<file path="src/rtl/output_arbiter_pkg.sv">
// Shared definitions for the router output-port arbiter.
//   PORTS        : number of router input ports (N, E, S, W, PE)
//   PORT_*       : input port index constants
//   arb_state_t  : arbiter FSM state encoding
package output_arbiter_pkg;

  localparam int PORTS = 5;

  localparam int PORT_N  = 0;
  localparam int PORT_E  = 1;
  localparam int PORT_S  = 2;
  localparam int PORT_W  = 3;
  localparam int PORT_PE = 4;

  typedef enum logic [1:0] {
    ARB_IDLE = 2'b00,
    ARB_ACK  = 2'b01,
    ARB_HOLD = 2'b10
  } arb_state_t;

endpackage

</file>
<file path="src/rtl/output_arbiter_rr_pick.sv">
// Combinational round-robin picker.
// Scans req starting at ptr, then ptr+1, ... modulo PORTS, and returns the
// first requester. Shared with the virtual-channel allocator.
//   req : request lines, bit i = requester i
//   ptr : highest-priority index (0..PORTS-1)
//   win : one-hot winner, all zeros when req is zero
//   idx : index of the winner (0 when req is zero)
module rr_pick #(
  parameter int PORTS = output_arbiter_pkg::PORTS,
  parameter int PW    = (PORTS > 1) ? $clog2(PORTS) : 1
) (
  input  logic [PORTS-1:0] req,
  input  logic [PW-1:0]    ptr,
  output logic [PORTS-1:0] win,
  output logic [PW-1:0]    idx
);

  logic found;
  int   pos;

  // NOTE: every variable assigned here gets a default first, so no path
  // leaves a value unassigned and no latch is inferred.
  always_comb begin
    win   = '0;
    idx   = '0;
    found = 1'b0;
    pos   = 0;
    for (int k = 0; k < PORTS; k++) begin
      pos = (int'(ptr) + k) % PORTS;
      if (!found && req[pos]) begin
        win[pos] = 1'b1;
        idx      = PW'(pos);
        found    = 1'b1;
      end
    end
  end

endmodule

</file>
<file path="src/rtl/output_arbiter.sv">
// Per-output-port round-robin arbiter.
// Grants the output to one requesting input, pulses ack_vector for one cycle
// to the winner and holds the crossbar select until the packet tail has
// crossed (xfer_done). The priority pointer advances past the winner only on
// release, so persistent requesters are served in rotated order.
//   clk          : system clock, rising edge
//   rst          : asynchronous active-low reset
//   rqs_in       : bit i = input port i requests this output
//   out_ready    : downstream credit; new grants only while high
//   xfer_done    : one-cycle pulse when the granted packet's tail crosses
//   grant_vector : registered one-hot crossbar select, zero when free
//   ack_vector   : registered one-hot one-cycle acknowledge to the winner
//   busy         : output port allocated
module output_arbiter
  import output_arbiter_pkg::*;
#(
  parameter int PORTS   = output_arbiter_pkg::PORTS,
  parameter int PTR_RST = 0
) (
  input  logic             clk,
  input  logic             rst,
  input  logic [PORTS-1:0] rqs_in,
  input  logic             out_ready,
  input  logic             xfer_done,
  output logic [PORTS-1:0] grant_vector,
  output logic [PORTS-1:0] ack_vector,
  output logic             busy
);

  localparam int PW = (PORTS > 1) ? $clog2(PORTS) : 1;
  localparam logic [PW-1:0] PTR_INIT = PW'(PTR_RST);

  arb_state_t       state, state_next;
  logic [PW-1:0]    ptr, ptr_next;
  logic [PW-1:0]    owner, owner_next;
  logic [PORTS-1:0] grant_next, ack_next;
  logic             busy_next;
  logic [PORTS-1:0] pick_win;
  logic [PW-1:0]    pick_idx;

  function automatic logic [PW-1:0] wrap_inc(input logic [PW-1:0] i);
    return (int'(i) == PORTS - 1) ? '0 : i + 1'b1;
  endfunction

  rr_pick #(.PORTS(PORTS), .PW(PW)) u_pick (
    .req (rqs_in),
    .ptr (ptr),
    .win (pick_win),
    .idx (pick_idx)
  );

  always_comb begin
    state_next = state;
    grant_next = grant_vector;
    ack_next   = '0;
    busy_next  = busy;
    ptr_next   = ptr;
    owner_next = owner;
    case (state)
      ARB_IDLE: begin
        // xfer_done is meaningless here and deliberately ignored.
        if (out_ready && (rqs_in != '0)) begin
          state_next = ARB_ACK;
          grant_next = pick_win;
          ack_next   = pick_win;
          busy_next  = 1'b1;
          owner_next = pick_idx;
        end
      end
      ARB_ACK: begin
        // Single-flit packets can finish in the acknowledge cycle itself.
        if (xfer_done) begin
          state_next = ARB_IDLE;
          grant_next = '0;
          busy_next  = 1'b0;
          ptr_next   = wrap_inc(owner);
        end else begin
          state_next = ARB_HOLD;
        end
      end
      ARB_HOLD: begin
        // Requests and out_ready are ignored until the tail crosses.
        if (xfer_done) begin
          state_next = ARB_IDLE;
          grant_next = '0;
          busy_next  = 1'b0;
          ptr_next   = wrap_inc(owner);
        end
      end
      default: begin
        state_next = ARB_IDLE;
        grant_next = '0;
        busy_next  = 1'b0;
      end
    endcase
  end

  // NOTE: state registers use non-blocking assignments so every flop samples
  // the pre-edge values, independent of statement order.
  always_ff @(posedge clk or negedge rst) begin
    if (!rst) begin
      state        <= ARB_IDLE;
      grant_vector <= '0;
      ack_vector   <= '0;
      busy         <= 1'b0;
      ptr          <= PTR_INIT;
      owner        <= '0;
    end else begin
      state        <= state_next;
      grant_vector <= grant_next;
      ack_vector   <= ack_next;
      busy         <= busy_next;
      ptr          <= ptr_next;
      owner        <= owner_next;
    end
  end

endmodule

</file>
<file path="config.mk">
export PLATFORM = sky130hd
export DESIGN_NAME = output_arbiter
export DESIGN_NICKNAME = d
export VERILOG_FILES = /design/src/rtl/output_arbiter_pkg.sv /design/src/rtl/output_arbiter_rr_pick.sv /design/src/rtl/output_arbiter.sv
export SDC_FILE = /design/constraint.sdc
export NUM_CORES = 1
export LEC_CHECK = 0
export CAP_MARGIN = 25
export CORE_MARGIN = 2
export CORE_UTILIZATION = 50
export DETAILED_ROUTE_END_ITERATION = 8
export GPL_ROUTABILITY_DRIVEN = 0
export PLACE_DENSITY_LB_ADDON = 0.15
export SLEW_MARGIN = 0
export SYNTH_ARGS = -nofsm -noshare
export SYNTH_HDL_FRONTEND = slang
export SYNTH_SLANG_ARGS = --single-unit
</file>
<file path="constraint.sdc">
create_clock -name clk -period 17.7 [get_ports clk]
set_input_delay 4.425 -clock clk [delete_from_list [all_inputs] [get_ports clk]]
set_output_delay 4.425 -clock clk [all_outputs]
set_load 0.01 [all_outputs]
</file>
-- Word level (Yosys, flattened, before mapping)
Cells that the tools add are included.
- register bits after elaboration: 19
- output and inout port bits: 11
- word-level logic and storage cells: 109
- add/sub/neg operators: 5
- div/mod/pow operators: 5
- magnitude comparators: 10
- equality and inequality tests: 6
- mux-type cells: 52
- bitwise gates (word level): 4
- reductions and logical operators: 21
- operators with widths (operator ; number):
    greater-or-equal comparator 32 x 1 -> 1 bit, second input constant ; 5
    < comparator 32 x 5 -> 1 bit, second input constant ; 5
    remainder unit 32 x 4 -> 32 bit, second input constant ; 4
    two-way mux 5 bit ; 9
    remainder unit 4 x 4 -> 32 bit, second input constant ; 1
    two-way mux 1 bit ; 21
    bitwise OR 5 bit ; 4
    two-way mux 3 bit ; 6
    binary-select mux 1 bit (select 3 bit) ; 5
    demux 1 bit (select 3 bit) ; 5
    logical AND 1 bit ; 10
    case mux 5 bit (2 select lines) ; 1
    adder 3 x 2 -> 4 bit, second input constant ; 2
    AND reduction 2 bit ; 4
    two-way mux 2 bit ; 3
    case mux 2 bit (3 select lines) ; 1
    nonzero test 5 bit ; 1
    adder 3 x 1 -> 4 bit, second input constant ; 1
    adder 3 x 3 -> 4 bit, second input constant ; 1
    zero test 1 bit ; 4
    != test 2 bit, second input constant ; 2
    adder 3 x 1 -> 3 bit, second input constant ; 1
    equality test 3 bit, second input constant ; 1
    equality test 2 x 1 -> 1 bit, second input constant ; 1
    other kinds (5) ; 5

-- Longest topological paths before layout
- depth in word-level cells: 19
- mapped depth: 26
- depth with buffers taken out: 19

-- Modules after synthesis
A second synthesis with hierarchy kept.
- cell total of the unflattened synthesis: 404
- area, all modules: 3289.4 um2
- modules (own cells, without submodules) (module ; times used ; cells an instance ; area each (um2) ; sequential area each (um2)):
    rr_pick ; 1 ; 320 ; 2382.3 ; 0.0
    output_arbiter ; 1 ; 84 ; 907.1 ; 475.5

-- Worst setup path after synthesis
Ideal clock, no wire load.
- path kind: input-to-reg
- from: input port rqs_in[4]
- to: register grant_vector[1]
- setup time: 0.131 ns
- arrival: 5.994 ns
- setup slack: 11.575 ns
- cell stages on the path: 9
- cells stage by stage: o221ai_1 -> a2bb2oi_1 -> o22ai_1 -> and2_1 -> clkbuf_1 -> nor4b_2 -> and3_1 -> a311oi_1 -> o21ai_1
- longest elaborated chain between the ends: 18
- elaborated cells on any way between the ends: 42
- classes of those cells: eq/ne (1); mux (26); bitwise (4); reduce/logical (11)
- ends and longest elaborated chain (item ; RTL line ; text):
    start: declaration ; output_arbiter.sv:22 ; input logic [PORTS-1:0] rqs_in,
    binary-select mux 1 bit (select 3 bit) ; output_arbiter_rr_pick.sv:30 ; if (!found && req[pos]) begin
    two-way mux 1 bit (implied by the code) (2 in series) ; output_arbiter_rr_pick.sv:30 ;
    two-way mux 1 bit ; output_arbiter_rr_pick.sv:30 ;
    zero test 1 bit ; output_arbiter_rr_pick.sv:30 ;
    logical AND 1 bit ; output_arbiter_rr_pick.sv:30 ;
    two-way mux 1 bit ; output_arbiter_rr_pick.sv:30 ;
    zero test 1 bit ; output_arbiter_rr_pick.sv:30 ;
    logical AND 1 bit ; output_arbiter_rr_pick.sv:30 ;
    two-way mux 1 bit ; output_arbiter_rr_pick.sv:30 ;
    zero test 1 bit ; output_arbiter_rr_pick.sv:30 ;
    logical AND 1 bit ; output_arbiter_rr_pick.sv:30 ;
    two-way mux 1 bit ; output_arbiter_rr_pick.sv:30 ;
    zero test 1 bit ; output_arbiter_rr_pick.sv:30 ;
    logical AND 1 bit ; output_arbiter_rr_pick.sv:30 ;
    two-way mux 5 bit ; output_arbiter_rr_pick.sv:30 ;
    two-way mux 5 bit ; output_arbiter.sv:62 ; if (out_ready && (rqs_in != '0)) begin
    case mux 5 bit (2 select lines) ; output_arbiter.sv:59 ; case (state)
    end signal: assignment ; output_arbiter.sv:110 ; grant_vector <= grant_next;
    end: declaration ; output_arbiter.sv:25 ; output logic [PORTS-1:0] grant_vector,
Parallel ways exist; a longest one is shown, timed or not. The select of a mux whose other input is x is not followed.
A chain may end at the register's enable or synchronous reset.

-- Worst setup path after layout
- from: input port rqs_in[4]
- to: register grant_vector[2]
The elaborated chain is that of the path after synthesis.

==> run metrics <==
Buf+Inv Stages, Crit Path=1; via count of the first global-routing pass=3002; CP startpoint kind=primary input; fill cell instance count of the final layout=607; initial antenna violation count=0; cell area after synthesis=3281 um^2; Ports=20; final wirelength=8868 um; drt initial violations=350; pin count of the biggest net entering global routing=40; syn nets=469; number of post-CTS setup repair buffers=0; Slew headroom=40.09%; asr flop ratio synth=100.0%; FF/Latch Area=475.5 um^2; Clk Latency, worst-skew pair=0.25 ns; # hold bufs at CTS=0; Inserted Diodes=0; vias after detailed routing=3321; clock-pin slew on the worst setup and hold paths=0.07 ns; crit-path cells=clkdlybuf4s50_1 -> o221ai_1 -> a2bb2oi_1 -> o22ai_1 -> a22oi_1 -> a32o_1 -> a21o_1 -> a211oi_1 -> o21ai_1; fin crit share=39.43%; final routed wire length divided by cell count=17.49 um; setup violation total in the final timing report=0; global-route usage over all layers=24.44%; number of buffers added on ports=19; accumulated negative setup slack=0 ns; Ys Warns=0; synthesis-to-layout area growth=6.903%; HPWL reported at the end of detailed placement=6640 um; CTS tree=built; wire length of the first global-routing pass=14780 um; DR DRC count=0; number of enable-type register cells in the synthesized netlist=0; setup repair after global routing missed its margin=false; commonest cells after routing, fill and taps aside=sky130_fd_sc_hd__nor2_1, sky130_fd_sc_hd__ha_1, sky130_fd_sc_hd__nand2_1; status=finished clean; number of nets with antenna violations after routing=0; starting density of the core=51.67%; Synth top area share=14.49%; Crit path max-delay family=compound AO/OA/AOI/OAI gates; share of post-route cells with drive strength above 1=8.837%; number of rows in the core area=29; number of cells on the critical path=9; Core Region=6350 um^2; grt total ovfl=0; height of the chip=85 um; crit path max-delay cell type=sky130_fd_sc_hd__clkdlybuf4s50_1; part of the Yosys area used for sequential elements=14.49%; total clock buffers created by CTS=3; synthesized area divided by synthesized cell count=7.665 um^2; critical setup path kind=in2reg; count of H-tree levels built during CTS=1; Hold Vio Cnt, Final=0; Resize count post-CTS=0; Post-layout nets=472; Crit Path Max Fanout=7; post-placement cell area=3461 um^2; Hold WS=0.4892 ns; Max Fclk=143.3 MHz; Clock Skews=0.003479 ns; leading area contributor after synthesis=sky130_fd_sc_hd__dfrtp_1; worst reg2reg path depth=19; Vias per Instance=6.550; final period demand of the worst path=6.979 ns; first-pass iteration count of the detailed router=6; most frequently used flop master after synthesis=sky130_fd_sc_hd__dfrtp_1; Least-Margin Pin Slew=0.8947 ns; Crit path required time=17.82 ns; worst-case clock buffer depth=2; max capacitance violation total=0; Num Clock Sinks=19; clock root buffer=sky130_fd_sc_hd__clkbuf_8; type of the most critical hold path=reg2reg; number of distinct library cells after synthesis=81; Layout Utilization=55.23%; kind of end point of the critical path=flop; final non-filler cell area=3507 um^2; data arrival time at the worst-slack endpoint=7.10 ns; Gate Count Post-Synth=428; synth top area cells=sky130_fd_sc_hd__dfrtp_1, sky130_fd_sc_hd__ha_1, sky130_fd_sc_hd__a21oi_1, sky130_fd_sc_hd__nor2_1, sky130_fd_sc_hd__nand2_1; multi-input combinational cell area=2582 um^2; die boundary width=85 um; #FFs+latches synth=19; delay of the slowest cell on the worst path=0.60 ns; full die area=7225 um^2; number of pins exceeding their max-slew limit in the final report=0; Hold Path Stages=2
[worst reg2reg max path, cell delays in order, from the launching register on]
cell	delay, ns
sky130_fd_sc_hd__dfrtp_1	0.61
sky130_fd_sc_hd__inv_1	0.46
sky130_fd_sc_hd__ha_1	0.44
sky130_fd_sc_hd__inv_1	0.09
sky130_fd_sc_hd__ha_1	0.46
sky130_fd_sc_hd__inv_1	0.14
sky130_fd_sc_hd__ha_1	0.26
sky130_fd_sc_hd__nor3_1	0.36
sky130_fd_sc_hd__nor2_1	0.15
sky130_fd_sc_hd__xnor2_2	0.43
sky130_fd_sc_hd__ha_1	0.41
sky130_fd_sc_hd__nand2b_1	0.15
sky130_fd_sc_hd__a21oi_1	0.08
sky130_fd_sc_hd__o31a_1	0.37
sky130_fd_sc_hd__or3b_1	0.58
sky130_fd_sc_hd__a31oi_4	0.32
sky130_fd_sc_hd__o211a_1	0.28
sky130_fd_sc_hd__nor3_4	0.10
sky130_fd_sc_hd__a211oi_1	0.41
sky130_fd_sc_hd__o21ai_1	0.12
[Yosys cell counts (4+ instances only)]
cell type / count
sky130_fd_sc_hd__nand3_1: 12
sky130_fd_sc_hd__buf_2: 10
sky130_fd_sc_hd__xnor2_1: 7
sky130_fd_sc_hd__o211ai_1: 7
sky130_fd_sc_hd__nor2_1: 32
sky130_fd_sc_hd__and2_1: 4
sky130_fd_sc_hd__inv_1: 23
sky130_fd_sc_hd__clkbuf_1: 8
sky130_fd_sc_hd__nand4_1: 6
sky130_fd_sc_hd__a21oi_1: 29
sky130_fd_sc_hd__ha_1: 32
sky130_fd_sc_hd__nor4_1: 6
sky130_fd_sc_hd__a211oi_1: 8
sky130_fd_sc_hd__nand2_1: 31
sky130_fd_sc_hd__a31oi_1: 7
sky130_fd_sc_hd__dfrtp_1: 19
sky130_fd_sc_hd__nand2b_1: 10
sky130_fd_sc_hd__o21ai_1: 7
sky130_fd_sc_hd__o2111ai_1: 5
sky130_fd_sc_hd__mux2i_1: 8
sky130_fd_sc_hd__nor2b_1: 6
sky130_fd_sc_hd__a211o_1: 7
sky130_fd_sc_hd__o21ai_0: 18
sky130_fd_sc_hd__mux2_2: 4
sky130_fd_sc_hd__or3_1: 4
sky130_fd_sc_hd__and3_1: 6
sky130_fd_sc_hd__nor3_1: 19
[routing by layer]
metal | share of wire (%) | global-route usage (%) | up-vias
met4 | 1.2 | 4.040 | 0
met5 | 0 | 0 | -
met3 | 5.7 | 2.821 | 10
met2 | 45 | 39.49 | 116
li1 | - | - | 1632
met1 | 48 | 35.61 | 1563
[per-stage QoR]
stage	cells	worst slack (ns)
after floorplan	428	11.57
after global placement	503	10.57
after detailed placement	503	10.54
after CTS	507	10.82
after global routing	507	10.59
final	507	10.72
[path summary, 6_finish.rpt]
check,startpoint,endpoint,slack (ns)
max,rqs_in[4],grant_vector[2]$_DFFE_PN0P_,10.72
min,busy$_DFFE_PN0P_,busy$_DFFE_PN0P_,0.49
max reg2reg,ptr[1]$_DFFE_PN0P_,grant_vector[2]$_DFFE_PN0P_,11.33
min reg2reg,busy$_DFFE_PN0P_,busy$_DFFE_PN0P_,0.49
max in group asynchronous,rst,ack_vector[4]$_DFF_PN0_,12.56
min in group asynchronous,rst,state[1]$_DFFE_PN0P_,4.64
[kinds of logic after synthesis]
family | share of synthesized area (%)
multiplexers | 3.814
flip-flops | 14.49
AO/OA/AOI/OAI | 33.07
adder cells (fa/ha/maj) | 12.20
buffers and inverters | 6.789
AND/OR/NAND/NOR | 26.28
XOR/XNOR | 3.356
[sequential cells by signal, indices dropped and copies added, names as in the netlist]
register	count
state	2
owner	3
ack_vector	5
ptr	3
busy	1
grant_vector	5
[final cells by class]
type / instances / share of cell area, %
tap: 77 / 2.747
sequential: 19 / 13.56
clock inverter: 1 / 0.1427
clock buffer: 3 / 1.177
multi-input combinational: 360 / 73.64
inverter: 25 / 2.676
timing repair buffer: 22 / 6.065
Power is not shown: default switching activity piles up to over one toggle a cycle in this logic, so the estimate is an artifact.
